===== src/rtl/mem_access_stage_pkg.sv =====
// Shared widths and state encoding for the data-memory access stage.
package mem_access_stage_pkg;

  localparam int unsigned DEF_WORD_LEN        = 16;
  localparam int unsigned DEF_INSTRUCTION_LEN = 16;
  localparam int unsigned DEF_ADDR_LEN        = 16;
  localparam int unsigned DEF_TIMEOUT         = 15;
  localparam int unsigned CNT_W               = 8;

  typedef enum logic [1:0] {
    IDLE = 2'd0,
    REQ  = 2'd1,
    DONE = 2'd2
  } mem_state_t;

endpackage


===== src/rtl/mem_access_stage_wait_timer.sv =====
// Wait-cycle counter for an outstanding memory request; tc_c flags the last allowed cycle.
module mem_wait_timer
  import mem_access_stage_pkg::*;
#(
  parameter int unsigned TIMEOUT = DEF_TIMEOUT
) (
  input  logic clk,
  input  logic rst,
  input  logic clr,
  input  logic en,
  output logic tc_c
);

  logic [CNT_W-1:0] count;

  always_ff @(posedge clk) begin
    if (rst || clr) begin
      count <= '0;
    end else if (en) begin
      count <= count + CNT_W'(1);
    end
  end

  assign tc_c = (count == CNT_W'(TIMEOUT - 1));

endmodule


===== src/rtl/mem_access_stage.sv =====
// Memory-access stage: turns EX/MEM load/store control into a req/ack data-memory
// transaction and stalls the pipeline until it completes or times out.
module mem_access_stage
  import mem_access_stage_pkg::*;
#(
  parameter int unsigned WORD_LEN = DEF_WORD_LEN,
  parameter int unsigned ADDR_LEN = DEF_ADDR_LEN,
  parameter int unsigned TIMEOUT  = DEF_TIMEOUT
) (
  input  logic                clk,
  input  logic                rst,
  input  logic                PR3_mem_read_en,
  input  logic                PR3_mem_write_en,
  input  logic [ADDR_LEN-1:0] PR3_alu_out,
  input  logic [WORD_LEN-1:0] PR3_RF_out2,
  output logic                dmem_req,
  output logic                dmem_we,
  output logic [ADDR_LEN-1:0] dmem_addr,
  output logic [WORD_LEN-1:0] dmem_wdata,
  input  logic [WORD_LEN-1:0] dmem_rdata,
  input  logic                dmem_ack,
  output logic [WORD_LEN-1:0] MEM_out,
  output logic                stall,
  output logic                bus_error
);

  mem_state_t state;
  logic       access_c;
  logic       timer_clr_c;
  logic       timer_en_c;
  logic       timer_tc_c;

  assign access_c    = PR3_mem_read_en | PR3_mem_write_en;
  assign timer_clr_c = (state == IDLE) && access_c;
  assign timer_en_c  = (state == REQ) && !dmem_ack && !timer_tc_c;

  // DONE deliberately drops stall so the pipeline advances exactly one step.
  assign stall = (state == REQ) || ((state == IDLE) && access_c);

  mem_wait_timer #(
    .TIMEOUT (TIMEOUT)
  ) u_timer (
    .clk  (clk),
    .rst  (rst),
    .clr  (timer_clr_c),
    .en   (timer_en_c),
    .tc_c (timer_tc_c)
  );

  always_ff @(posedge clk) begin
    if (rst) begin
      state      <= IDLE;
      dmem_req   <= 1'b0;
      dmem_we    <= 1'b0;
      dmem_addr  <= '0;
      dmem_wdata <= '0;
      MEM_out    <= '0;
      bus_error  <= 1'b0;
    end else begin
      case (state)
        IDLE: begin
          if (access_c) begin
            dmem_addr  <= PR3_alu_out;
            dmem_wdata <= PR3_RF_out2;
            dmem_we    <= PR3_mem_write_en;
            dmem_req   <= 1'b1;
            state      <= REQ;
          end
        end
        REQ: begin
          // Ack takes priority over a timeout landing in the same cycle.
          if (dmem_ack) begin
            if (!dmem_we) MEM_out <= dmem_rdata;
            dmem_req <= 1'b0;
            state    <= DONE;
          end else if (timer_tc_c) begin
            bus_error <= 1'b1;
            if (!dmem_we) MEM_out <= '0;
            dmem_req  <= 1'b0;
            state     <= DONE;
          end
        end
        DONE:    state <= IDLE;
        default: state <= IDLE;
      endcase
    end
  end

endmodule

===== config.mk =====
export PLATFORM = sky130hd
export DESIGN_NAME = mem_access_stage
export DESIGN_NICKNAME = d
export VERILOG_FILES = /design/src/rtl/mem_access_stage_pkg.sv /design/src/rtl/mem_access_stage_wait_timer.sv /design/src/rtl/mem_access_stage.sv
export SDC_FILE = /design/constraint.sdc
export NUM_CORES = 1
export LEC_CHECK = 0
export ABC_AREA = 0
export BUFFER_PORTS_ARGS = -buffer_cell sky130_fd_sc_hd__buf_2
export CORE_MARGIN = 2
export CORE_UTILIZATION = 30
export CTS_CLUSTER_SIZE = 30
export DETAILED_ROUTE_END_ITERATION = 6
export MAX_ROUTING_LAYER = met4
export SKIP_CTS_REPAIR_TIMING = 1
export SYNTH_ARGS = -nofsm -noshare
export SYNTH_HDL_FRONTEND = slang
export SYNTH_SLANG_ARGS = --single-unit

===== constraint.sdc =====
create_clock -name clk -period 3.9 [get_ports clk]
set_clock_uncertainty 0.1 [all_clocks]
set_input_delay 0.195 -clock clk [delete_from_list [all_inputs] [get_ports clk]]
set_output_delay 0.195 -clock clk [all_outputs]
set_load 0.005 [all_outputs]

## After elaboration in Yosys (flattened, before gate mapping)

Index checks and enable logic that the tools add are counted.

| cells by class | value |
|---|---|
| add/sub/neg operators | 1 |
| order comparisons | 0 |
| shift operators | 0 |
| equality and inequality tests | 6 |
| $mul | 0 |
| reduce and logical (&&, ||, !) cells | 15 |
| div/mod/pow operators | 0 |
| mux-type cells | 12 |
| bitwise gates (word level) | 2 |

Operator list:

| cell | count |
|---|---|
| two-way mux 16 bit | 4 |
| adder 8 x 1 -> 8 bit (second input constant) | 1 |
| == test 8 x 4 -> 1 bit (second input constant) | 1 |
| two-way mux 2 bit | 3 |
| != test 2 bit (second input constant) | 3 |
| AND reduction 3 bit | 2 |
| case mux 2 bit (2 select lines) | 1 |
| AND reduction 2 bit | 2 |
| AND reduction 4 bit | 1 |
| nonzero test 2 bit | 2 |
| logical AND 1 bit | 3 |
| two-way mux 1 bit | 3 |
| != test 3 bit (second input constant) | 1 |
| == test 2 x 1 -> 1 bit (second input constant) | 1 |
| logical NOT 1 bit | 2 |
| logical NOT 2 bit | 1 |
| logical OR 1 bit | 2 |
| case mux 1 bit (2 select lines) | 1 |
| NOT 1 bit | 1 |
| OR 1 bit | 1 |

| storage, ports and cells | value |
|---|---|
| memory bits (read-only) | 0 |
| memory bits (writable) | 0 |
| logic and storage cells | 44 |
| register bits | 61 |
| bits in latches | 0 |
| memories | 0 |

## Longest topological paths before layout

| logic depth | value |
|---|---|
| word-level depth | 4 |
| gate-level depth with buffers | 6 |
| depth with buffers taken out | 5 |

## By module

Synthesis repeated with hierarchy kept, for this count alone.

| second synthesis, totals | value |
|---|---|
| cells, all modules | 291 |
| area, all modules | 2568.7 um^2 |

By module, submodules not included:

| module | seq. area each (um^2) | times used | cells each | area each (um^2) |
|---|---|---|---|---|
| mem_access_stage | 1061.0 | 1 | 249 | 2184.6 |
| mem_wait_timer | 160.2 | 1 | 42 | 384.1 |

## Worst setup path after synthesis

Ideal clock, no wire load.

| timing | value |
|---|---|
| path kind | flip-flop to flip-flop |
| from | register state[1] |
| to | register u_timer.count[5] |
| path buffers | 2 |
| arrival time | 1.635 ns |
| period minus slack after synthesis | 1.831 ns |
| cell stages (with the launch flop) | 6 |
| setup time | 0.095 ns |
| slack | 2.069 ns |
| required time | 3.705 ns |
| cell sequence | dfxtp_1 -> buf_6 -> or3b_1 -> buf_2 -> or4_1 -> a221oi_1 |

| on the way | value |
|---|---|
| word-level cells in the longest chain between the ends | 3 |

Ends and longest elaborated chain:

| item | line | text |
|---|---|---|
| start, declared | mem_access_stage.sv:27 | `mem_state_t state;` |
| start signal, assigned | mem_access_stage.sv:52 | `state <= IDLE;` |
| start signal, assigned | mem_access_stage.sv:67 | `state <= REQ;` |
| start signal, assigned | mem_access_stage.sv:75 | `state <= DONE;` |
| == test 2 x 1 -> 1 bit / logical NOT 2 bit (equally long branches) | mem_access_stage.sv:35, mem_access_stage.sv:34 |  |
| logical AND 1 bit, on equally long branches | mem_access_stage.sv:35, mem_access_stage.sv:34 |  |
| logical AND 1 bit / logical OR 1 bit (equally long branches) | mem_access_stage.sv:35, mem_access_stage_wait_timer.sv:17 |  |
| end signal, assigned | mem_access_stage_wait_timer.sv:20 | `count <= count + CNT_W'(1);` |
| end, declared | mem_access_stage_wait_timer.sv:14 | `logic [CNT_W-1:0] count;` |

Several ways; a longest one is shown, not always the timed one.
A chain may end at the register's enable or synchronous reset.

## Worst setup path in the final report

| timing | value |
|---|---|
| from | register state[0] |
| to | register u_timer.count[7] |

Same word-level chain as after synthesis.

==> results.md <==
- GRT Total Usage: 16.17%
- Crit path time final: a little over 2 ns
- Fin nets: 450
- Mapped Avg Cell Area: roughly 8.5 um2
- DRT Wirelength: about 7.5 mm
- P_int: a little under 1 mW
- Cts bufs inserted: 9
- Number of flops mapped to enable cells by yosys: 0
- Ranking of synthesized cells by area: dfxtp_1 (47%), a21oi_1 (10%), nand3_1 (6.8%)
- Ys flop type: dfxtp_1
- Setup violators final: 0
- Drt drc: 0
- PD cells: 405.9 nW/um2
- H-tree levels: 3
- FP Rows: 33
- Yosys Warn Count: 0
- Initial Utilization: a little under a third
- Clock power frac: about 34%
- I/O Buffers: 104
- Worst r2r path cells: 3
- Drt pass-1 iters: 4
- Hold Path Depth: 3
- HPWL after DPL: about 4.7 mm
- GRT overflow: 0
- Sequential-to-total area share from yosys stat: between 40 and 50%
- Status: finished, final reports clean
- Power, Total: approximately 1.4 mW
- First-pass GRT wire length: between 10 and 15 mm
- Routed WL per cell: around 15 um
- Fin Setup TNS: 0 ns
- Vias per inst: 5.253
- Clock buffer depth: 2
- Most frequent cells in the layout: buf_2 (104), dfxtp_1 (61), a21oi_1 (52)
- RSZ-0062 raised after global routing: no
- Switching share of power: between 20% and 30%
- Leak: 1.404 nW
- Sw power: 389.8 uW
- ANT nets after route: 0
- CTS root buf: clkbuf_8
- Netlist Area Pre-Place: 2575 um2
- Fraction of final layout cells sized beyond drive strength 1: 32.00%
- Rel. slew slack: approximately 28%
- Worst VDD drop: between 100 and 150 uV
- RD Place Congestion: approximately 0.8
- Reg2Reg Setup Slack: roughly 1.9 ns
- Synth area leader: dfxtp_1
- Antenna violations before repair: 0
- Core ar.: 8258 um2
- Hold Crit Class: in2reg
- Worst-margin pin slew: between 1 and 1.5 ns
- Vias in the first global route: 2,520
- Die height: 96.65 um
- Synth top area share: between 40% and 50%
- Critical Path Source Type: flip-flop
- Die footprint: 9340 um2
- Synthesized flop and latch total: 61
- Antenna cells: 0
- Clk pin slew, worst setup/hold paths: roughly 0.070 ns
- HP Start: PR3_RF_out2[12]
- Logic pwr share: between 10% and 20%
- CTS tree: built
- Synth Net Count: between 300 and 400
- Reg2reg start: state[0]$_SDFFE_PP0P_
- Period utilization: 51.61%
- Reg2Reg Capture Point: u_timer.count[7]$_SDFFE_PP0P_
- Hold Violations, Final: 0
- Clock Latency Late Sink: ~0.33 ns
- Worst-path maximum fanout: 9
- WP data required: between 4 and 5 ns
- Synth cell types: 35
- Max Cap Viol: 0
- WS Path Type: reg2reg
- Post-Synthesis Cells: between 300 and 400
- Hold Path End: dmem_wdata[12]$_SDFFE_PP0P_
- Most common cell after layout, fill and taps aside: buf_2
- Area delta synth->final: 30.86%
- Vias: roughly 2,700
- Critical Path AT: about 2.2 ns
- Drt initial violations: ~150
- Critical path endpoint category: flip-flop
- Largest net degree at the start of global routing: 43
- Max Slew Vio Count: 0
- Max Clock Freq: between 0.4 and 0.5 GHz
- # IOs: about 110
- Clock Sinks: between 60 and 70
- Die width: a little under 100 um
- Reg power frac: roughly 50%
- Post-synthesis async set-or-reset flop share: 0%
[how the worst max path moves through the flow]
stage | startpoint | endpoint | slack, ns
2_1_floorplan | state[1]$_SDFFE_PP0P_ | u_timer.count[5]$_SDFFE_PP0P_ | 2.07
3_3_place_gp | state[0]$_SDFFE_PP0P_ | u_timer.count[5]$_SDFFE_PP0P_ | 1.95
3_5_place_dp | state[0]$_SDFFE_PP0P_ | u_timer.count[7]$_SDFFE_PP0P_ | 1.89
4_1_cts | state[0]$_SDFFE_PP0P_ | u_timer.count[7]$_SDFFE_PP0P_ | 1.90
5_1_grt | state[0]$_SDFFE_PP0P_ | u_timer.count[5]$_SDFFE_PP0P_ | 1.71
6_report | state[0]$_SDFFE_PP0P_ | u_timer.count[7]$_SDFFE_PP0P_ | 1.89
[synthesized netlist by cell type (2+ instances only)]
master / n
a211o_1: 5
ha_1: 2
nand3_1: 35
nor2_1: 4
o21ai_0: 33
a311oi_1: 17
a221oi_1: 3
or4_1: 3
o211ai_1: 6
o31ai_1: 3
mux2i_1: 5
or2_2: 2
dfxtp_1: 61
clkbuf_1: 29
nand2_1: 20
a21oi_1: 52
o21bai_1: 2
inv_1: 4
[worst max-delay path, stage by stage (launching register included)]
cell      delay [ns]
dfxtp_1         0.51
or3b_1          0.52
or4_1           0.53
a221oi_1        0.26
[power groups by stage]
| stage | sequential, mW | combinational (mW) | clock [mW] |
|---|---|---|---|
| final | 0.683 | 0.217 | 0.468 |
| after global placement | 0.695 | 0.211 | 0 |
| after detailed placement | 0.696 | 0.214 | 0 |
| after CTS | 0.683 | 0.214 | 0.483 |
| after global routing | 0.688 | 0.241 | 0.513 |
| after floorplan | 0.695 | 0.119 | 0 |
[per-stage QoR]
stage	instance area [um2]	std cells	util (%)	hold WS [ns]	setup WS (ns)
after CTS	3309	499	40.08	-0.01005	1.898
after detailed placement	3151	483	38.15	0.3543	1.893
after global placement	3151	483	38.15	0.3497	1.953
after global routing	3369	505	40.80	0.000009742	1.710
after floorplan	2575	303	-	0.2310	2.069
final	3369	505	40.80	0.003805	1.887
[flip-flops by register name, indices dropped and copies added, names as in the netlist]
name and cells:
bus_error 1, u_timer.count 8, dmem_we 1, dmem_addr 16, MEM_out 16, dmem_wdata 16, dmem_req 1, state 2
[cells by family (layout without fill, tap and decap cells)]
kind of cell / count (synthesis) / after routing / synth area share [%]
AO/OA/AOI/OAI: 123 / 123 / 28.81
buffers and inverters: 37 / 134 / 5.879
adder cells (fa/ha/maj): 2 / 2 / 0.9717
flip-flops: 61 / 61 / 47.42
multiplexers: 5 / 5 / 1.944
AND/OR/NAND/NOR: 75 / 75 / 14.97
[metal layers]
layer  routed length [um]  share of wire (%)  GRT usage [%]
met2                 3516                 47          25.91
met1                 3484                 47          19.44
met3                  415                5.6          4.841
met4                   47               0.63          5.525
met5                    0                  0              -
[final cells by class]
| type | count | area, um2 |
|---|---|---|
| Clock buffer | 11 | 131.4 |
| Clock inverter | 5 | 27.53 |
| Tap cell | 105 | 131.4 |
| Timing Repair Buffer | 114 | 610.6 |
| Sequential cell | 61 | 1221 |
| Inverter | 4 | 15.01 |
| Multi-Input combinational cell | 205 | 1232 |
| Fill cell | 863 | 4888 |
Power figures use the tool's default switching activity.
